==> config.mk <==
export PLATFORM = sky130hd
export DESIGN_NAME = fifo_stream_reader
export DESIGN_NICKNAME = d
export VERILOG_FILES = /design/src/rtl/fifo_stream_reader.sv
export SDC_FILE = /design/constraint.sdc
export NUM_CORES = 1
export LEC_CHECK = 0
export CAP_MARGIN = 20
export CORE_MARGIN = 3
export CORE_UTILIZATION = 51
export CTS_CLUSTER_SIZE = 25
export DETAILED_ROUTE_END_ITERATION = 10
export GPL_TIMING_DRIVEN = 0
export PLACE_DENSITY_LB_ADDON = 0.08
export SLEW_MARGIN = 10
export SYNTH_ARGS = -nofsm -noshare
export SYNTH_HDL_FRONTEND = slang
export SYNTH_SLANG_ARGS = --single-unit
==> constraint.sdc <==
create_clock -name clk -period 2.35 [get_ports clk]
set_input_delay 0.47 -clock clk [delete_from_list [all_inputs] [get_ports clk]]
set_output_delay 0.47 -clock clk [all_outputs]
set_load 0.05 [all_outputs]
==> src/rtl/fifo_stream_reader.sv <==
// Read-side drain engine for a synchronous FIFO: issues reads against the empty
// flag, absorbs the one-cycle read latency and presents a 2-deep valid/ready stream.

module fifo_stream_reader_chk (
    input logic       clk,
    input logic       rst_n,
    input logic       fifo_empty,
    input logic       fifo_r_en,
    input logic       flush,
    input logic [1:0] occ,
    input logic       inflight
);

    // Buffered words plus the outstanding read must always fit the 2-entry buffer.
    a_depth: assert property (@(posedge clk) disable iff (!rst_n)
        (({1'b0, occ} + {2'b00, inflight}) <= 3'd2));

    a_no_read_when_empty: assert property (@(posedge clk) disable iff (!rst_n)
        !(fifo_r_en && fifo_empty));

    a_no_read_during_flush: assert property (@(posedge clk) disable iff (!rst_n)
        !(fifo_r_en && flush));

endmodule

module fifo_stream_reader #(
    parameter int DATA_WIDTH = 8,
    parameter int CNT_WIDTH  = 16
) (
    input  logic                  clk,
    input  logic                  rst_n,
    input  logic                  fifo_empty,
    input  logic [DATA_WIDTH-1:0] fifo_data,
    output logic                  fifo_r_en,
    output logic                  m_valid,
    output logic [DATA_WIDTH-1:0] m_data,
    input  logic                  m_ready,
    input  logic                  flush,
    output logic [CNT_WIDTH-1:0]  xfer_count
);

    logic [DATA_WIDTH-1:0] mem_r [2];
    logic                  head_r;
    logic                  tail_r;
    logic [1:0]            occ_r;
    logic                  inflight_r;

    logic                  pop_s;
    logic                  capture_s;
    logic [2:0]            level_s;
    logic                  rd_en_s;
    logic [1:0]            occ_next_s;
    logic                  head_next_s;
    logic                  tail_next_s;
    logic [DATA_WIDTH-1:0] m_data_next_s;

    assign pop_s     = m_valid & m_ready;
    assign capture_s = inflight_r & ~flush;
    assign fifo_r_en = rd_en_s;

    // Read issue: the slot freed by a same-cycle pop may be refilled immediately.
    always_comb begin
        level_s = {1'b0, occ_r} + {2'b00, inflight_r} - {2'b00, pop_s};
        rd_en_s = rst_n & ~flush & ~fifo_empty & (level_s < 3'd2);
    end

    // Next occupancy and ring indices from capture/pop/flush.
    always_comb begin
        occ_next_s  = occ_r;
        head_next_s = head_r;
        tail_next_s = tail_r;
        if (flush) begin
            occ_next_s  = 2'd0;
            head_next_s = 1'b0;
            tail_next_s = 1'b0;
        end else begin
            case ({capture_s, pop_s})
                2'b10: begin
                    occ_next_s  = occ_r + 2'd1;
                    tail_next_s = ~tail_r;
                end
                2'b01: begin
                    occ_next_s  = occ_r - 2'd1;
                    head_next_s = ~head_r;
                end
                2'b11: begin
                    head_next_s = ~head_r;
                    tail_next_s = ~tail_r;
                end
                default: begin
                    occ_next_s = occ_r;
                end
            endcase
        end
    end

    // Next head word: bypass the returning read when it lands in the new head slot.
    always_comb begin
        if (capture_s && (tail_r == head_next_s)) begin
            m_data_next_s = fifo_data;
        end else begin
            m_data_next_s = mem_r[head_next_s];
        end
    end

    // Buffer storage written at the tail on capture.
    always_ff @(posedge clk or negedge rst_n) begin
        if (!rst_n) begin
            mem_r[0] <= {DATA_WIDTH{1'b0}};
            mem_r[1] <= {DATA_WIDTH{1'b0}};
        end else if (capture_s) begin
            mem_r[tail_r] <= fifo_data;
        end
    end

    // Control state: occupancy, indices and the outstanding-read flag.
    always_ff @(posedge clk or negedge rst_n) begin
        if (!rst_n) begin
            occ_r      <= 2'd0;
            head_r     <= 1'b0;
            tail_r     <= 1'b0;
            inflight_r <= 1'b0;
        end else begin
            occ_r      <= occ_next_s;
            head_r     <= head_next_s;
            tail_r     <= tail_next_s;
            inflight_r <= rd_en_s & ~flush;
        end
    end

    // Registered stream outputs, kept in step with the buffer head.
    always_ff @(posedge clk or negedge rst_n) begin
        if (!rst_n) begin
            m_valid <= 1'b0;
            m_data  <= {DATA_WIDTH{1'b0}};
        end else begin
            m_valid <= (occ_next_s != 2'd0);
            m_data  <= m_data_next_s;
        end
    end

    // Completed-handshake counter; a pop coincident with flush still counts.
    always_ff @(posedge clk or negedge rst_n) begin
        if (!rst_n) begin
            xfer_count <= {CNT_WIDTH{1'b0}};
        end else if (pop_s) begin
            xfer_count <= xfer_count + {{(CNT_WIDTH-1){1'b0}}, 1'b1};
        end
    end

    fifo_stream_reader_chk u_chk (
        .clk        (clk),
        .rst_n      (rst_n),
        .fifo_empty (fifo_empty),
        .fifo_r_en  (rd_en_s),
        .flush      (flush),
        .occ        (occ_r),
        .inflight   (inflight_r)
    );

endmodule

# Word level (Yosys, flattened, before mapping)
# Index checks and enable logic that the tools add are counted.
# classes
reduce_logical	6
n_addsub	5
magnitude_cmp	4
mux	13
n_bitwise	12
eq_ne	4
# op_table
cell	count
$mux W8	5
$add A16 B1 Y16 const B	1
$bwmux W16	1
$demux W8 S1	1
$and A1 B1 Y1	6
$eq A2 B2 Y1 const B	2
$ge A2 B2 Y1 const B	2
$mux W1	4
$not A1 Y1	4
$not A1 Y2	2
$pmux W2 S2	1
$reduce_bool A2 Y1	2
$reduce_or A2 Y1	2
$add A2 B1 Y3	1
$lt A3 B2 Y1 const B	1
$sub A3 B1 Y3	1
$add A2 B1 Y2 const B	1
$eq A2 B1 Y1 const B	1
$logic_and A1 B1 Y1	2
$lt A2 B1 Y1 const B	1
$mux W2	1
$sub A2 B1 Y2 const B	1
$eq A1 B1 Y1	1
# word_totals
output_inout_bits	26
ff_bits	46
word_cells	53
input_bits	13

# Logic depth before layout (Yosys ltp)
# logic_depth
ltp_word	11
ltp_mapped	7
ltp_nobuf	6

# Worst setup path before layout
# No wires, ideal clock.
# synth_path
kind	register -> output
start	register m_valid
end	output port fifo_r_en
required_ps	1880
stages_incl_launch_ff	7
arrival_time_ps	2398
path_slack_ps	-518
n_path_buf	0
cell_sequence	dfrtp_1 -> and3b_1 -> or2_2 -> nand2_1 -> fa_1 -> nand4bb_1 -> nor2_1
# synth_via
elab_chain_cells	4
# synth_rtl
item	line_no	rtl
start: declaration	35	output logic m_valid,
start signal: assignment	137	m_valid <= (occ_next_s != 2'd0);
$and A1 B1 Y1	57	assign pop_s = m_valid & m_ready;
$sub A3 B1 Y3	63	level_s = {1'b0, occ_r} + {2'b00, inflight_r} - {2'b00, pop_s};
$lt A3 B2 Y1	64	rd_en_s = rst_n & ~flush & ~fifo_empty & (level_s < 3'd2);
$and A1 B1 Y1	64	
end: declaration	34	output logic fifo_r_en,
# No other way between the ends.

# Worst setup path in the final report
# layout_path
start	register inflight_r
end	output port fifo_r_en
# layout_via
elab_chain_cells	4
# layout_rtl
item	line_no	rtl
start: declaration	46	logic inflight_r;
start signal: assignment	127	inflight_r <= rd_en_s & ~flush;
$add A2 B1 Y3	63	
$sub A3 B1 Y3	63	
$lt A3 B2 Y1	64	
$and A1 B1 Y1	64	
# No other way between the ends.

==> flow_summary_export.csv <==
group,metric,value,unit
synthesis,synthDistinctLibCells,32,
worst_setup_path,path_cells,"and3b_2 > or2_4 > nand2_2 > fa_1 > nand4bb_1 > nor2_4 > buf_6",
worst_setup_path,slowest_delay,0.49,ns
global_route,grt_pass1_wl,7060,um
route,highest_layer,"met4",
floorplan,die_h,69.8,um
timing,setup_viol,1,
worst_setup_path,crit_path_start_kind,"flip-flop",
floorplan,num_rows,22,
floorplan,initial_core_util,54.6,%
place,dp_hpwl,2950,um
layout,final_nets,234,
route,wl_met2,2200,um
synthesis,synth-simple-area-share,16.0,%
place,place_congestion,0.685,
route,vias,1403,
status,status,"finished with violations",
timing,finalHoldViolations,0,
pwr,p_leak,0.00120,uW
route,ant_nets,0,
timing,fin_crit_sh,112,%
layout,syn_to_final_growth,28.2,%
synthesis,synthAdderAreaFrac,1.57,%
cts,cts_tree,"built",
synthesis,async_flop_share,100,%
global_route,grt_overflow,0,
timing,period_minus_slack,2.63,ns
synthesis,syn_avg_cell_area,12.2,sq um
global_route,grt_max_degree,26,
flow_run,cap_violations,0,
route,wl_per_cell,15.2,um
route,wl_met3,144,um
route,finalWirelength,4070,um
synthesis,synth_edf_count,0,
pwr,vdd_drop_max,0.625,mV
timing,max-slew-margin-rel,55.0,%
synthesis,yosys-mux-area-fraction,15.7,%
pwr,p_per_area,1010,mW/mm^2
layout,antenna_cells,0,
cts,clk_pin_slew,0.08,ns
hold_path,hp-class,"input pin to asynchronous set/reset pin",
synthesis,synth_warnings,0,
route,wl_met1,1680,um
place,portBuffers,37,
timing,tns,-0.277,ns
worst_setup_path,worstPathArrival,2.16,ns
route,viasPerCell,5.25,
synthesis,netlist_instances,170,
worst_setup_path,r2r-end,"m_data[3]$_DFF_PN0_",
synthesis,synth_flop_cell,"dfrtp_1",
cts,cts_sinks,46,
timing,rsz0062_at_grt,"true",
route,drc,0,
cts,numCtsBuffers,5,
cts,cts_root_buf,"clkbuf_8",
worst_setup_path,cpMaxStageDelayCell,"fa_1",
floorplan,die-area,0.00487,sq mm
cts,clk_latency,0.29,ns
status,violations,"negative setup slack",
synthesis,synth_xor_xnor_area_share,8.80,%
global_route,grt_pass1_vias,1574,
layout,drive_gt1_share,24.7,%
global_route,antenna_found_initial,0,
worst_setup_path,crit_fanout,4,
cts,cts_hold_buf,0,
synthesis,ys_seq_elements,46,
worst_setup_path,rr_worst_depth,6,
synthesis,synth_seq_area_share,55.5,%
floorplan,core-area,0.00380,sq mm
timing,tightest_slew,0.669,ns
timing,fin_ws,-0.277,ns
worst_setup_path,startpoint,"inflight_r$_DFF_PN0_",
route,first_pass_iters,4,
floorplan,top_level_ports,39,
global_route,grt_usage,18.0,%
synthesis,synth_top_family_by_area,"simple AND/OR/NAND/NOR gates",
synthesis,netlist_area,0.00208,sq mm
worst_setup_path,cp.required,1.88,ns
layout,nFillCells,267,
cts,cts_htree_levels,2,
timing,fmax,381,MHz
cts,cts.path.max_buffers,2,
route,initialDrtViolationCount,45,
synthesis,syn_nets,185,
worst_setup_path,ff2ff_setup_slack,0.33,ns
floorplan,die_w,69.8,um
worst_setup_path,setup.worst_path.end,"fifo_r_en",
worst_setup_path,worstSetupPathType,"flip-flop to output pin",
synthesis,synth-compound-area-share,1.02,%
timing,fin_skew,0.00531,ns
timing,drv_slew,0,
timing,hold_slack,0.162,ns
worst_setup_path,endpoint_kind,"output pin",
worst_setup_path,rr_startpoint,"m_valid$_DFF_PN0_",
==> cell type report <==
cell class              instances  area, sq um  area share [%]
plain buffers                   2         18.8           0.705
clock buffers                   5         68.8            2.59
clock inverters                 2         10.0           0.376
inverters                       2         7.51           0.282
multi-input cells             119          911            34.2
flip-flops and latches         46         1150            43.3
well taps                      48         60.1            2.26
repair buffers                 43          432            16.2
==> layer usage <==
| metal | vias to the layer above | track usage (%) |
|---|---|---|
| met4 | 0 | 6.60 |
| li1 | 669 | - |
| met3 | 6 | 3.33 |
| met2 | 35 | 32.9 |
| met5 | - | 0 |
| met1 | 693 | 20.8 |
==> worst min path at each step <==
stage	cells past startpoint	endpoint	startpoint
floorplan	0	head_r$_DFF_PN0_	rst_n
global placement	2	mem_r[4]$_DFFE_PN0P_	mem_r[4]$_DFFE_PN0P_
detailed placement	2	mem_r[6]$_DFFE_PN0P_	mem_r[6]$_DFFE_PN0P_
CTS	1	occ_r[1]$_DFF_PN0_	rst_n
global route	1	occ_r[1]$_DFF_PN0_	rst_n
finish	1	occ_r[1]$_DFF_PN0_	rst_n
==> state kept, by name, summed over array words and instances (netlist names) <==
name / flops
head_r: 1
inflight_r: 1
m_data: 8
m_valid: 1
mem_r: 16
occ_r: 2
tail_r: 1
xfer_count: 16
==> synthesized netlist by cell type (2+ instances only) <==
library cell	number	area share, %
and4_1	3	1.3
xnor2_1	12	5.1
dfrtp_1	46	55
or2_2	2	0.60
xor2_1	7	3.0
mux2_2	24	13
nand2_1	35	6.3
mux2i_4	2	2.2
nand4_1	4	1.2
nor2_1	9	1.6
nand3_1	5	1.2
==> power by group <==
part	total, uW	switching [uW]	internal (uW)
clock network	446	246	200
logic	1090	613	473
registers	1150	142	1010
==> placed cells by master, fill, tap and decap left out, types with 2 or more instances in the layout <==
| cell | instances |
|---|---|
| clkdlybuf4s50_1 | 34 |
| dfrtp_2 | 2 |
| xor2_1 | 7 |
| clkinv_2 | 2 |
| xnor2_1 | 12 |
| dfrtp_1 | 44 |
| mux2_2 | 24 |
| nor2_1 | 8 |
| buf_4 | 6 |
| clkbuf_8 | 5 |
| nand4_1 | 4 |
| nand2_1 | 34 |
| and4_1 | 3 |
| mux2i_4 | 2 |
| nand3_1 | 5 |
| buf_6 | 2 |
==> critical path, delay by kind of cell, from the launching register on <==
kind	cells	cell delay, ns
flops	1	0.44
fa+ha+maj	1	0.49
simple gates	5	0.78
buf+inv	1	0.16
==> cell families after synthesis <==
family	after synthesis
AND/OR/NAND/NOR	67
flip-flops	46
multiplexers	27
XOR/XNOR	20
buffers and inverters	5
AO/OA/AOI/OAI	3
adder cells (fa/ha/maj)	2
==> what timing repair did <==
item	4_1_cts	5_1_grt
setup buffers	4	1
resized for setup	13	0
pin swaps	1	1
endpoints found under the setup margin	1	1
==> metrics by stage <==
step,utilization (%),cells,power [uW],area [sq um],worst slack (ns)
after floorplan,-,170,1880,2090,-0.0214
after CTS,69.9,266,2700,2650,-0.307
final,70.1,267,2680,2660,-0.277
after global placement,66.2,255,2170,2520,-1.84
after global routing,70.1,267,2820,2660,-0.353
after detailed placement,66.8,256,2230,2540,-1.21
(Power assumes the default switching activity.)
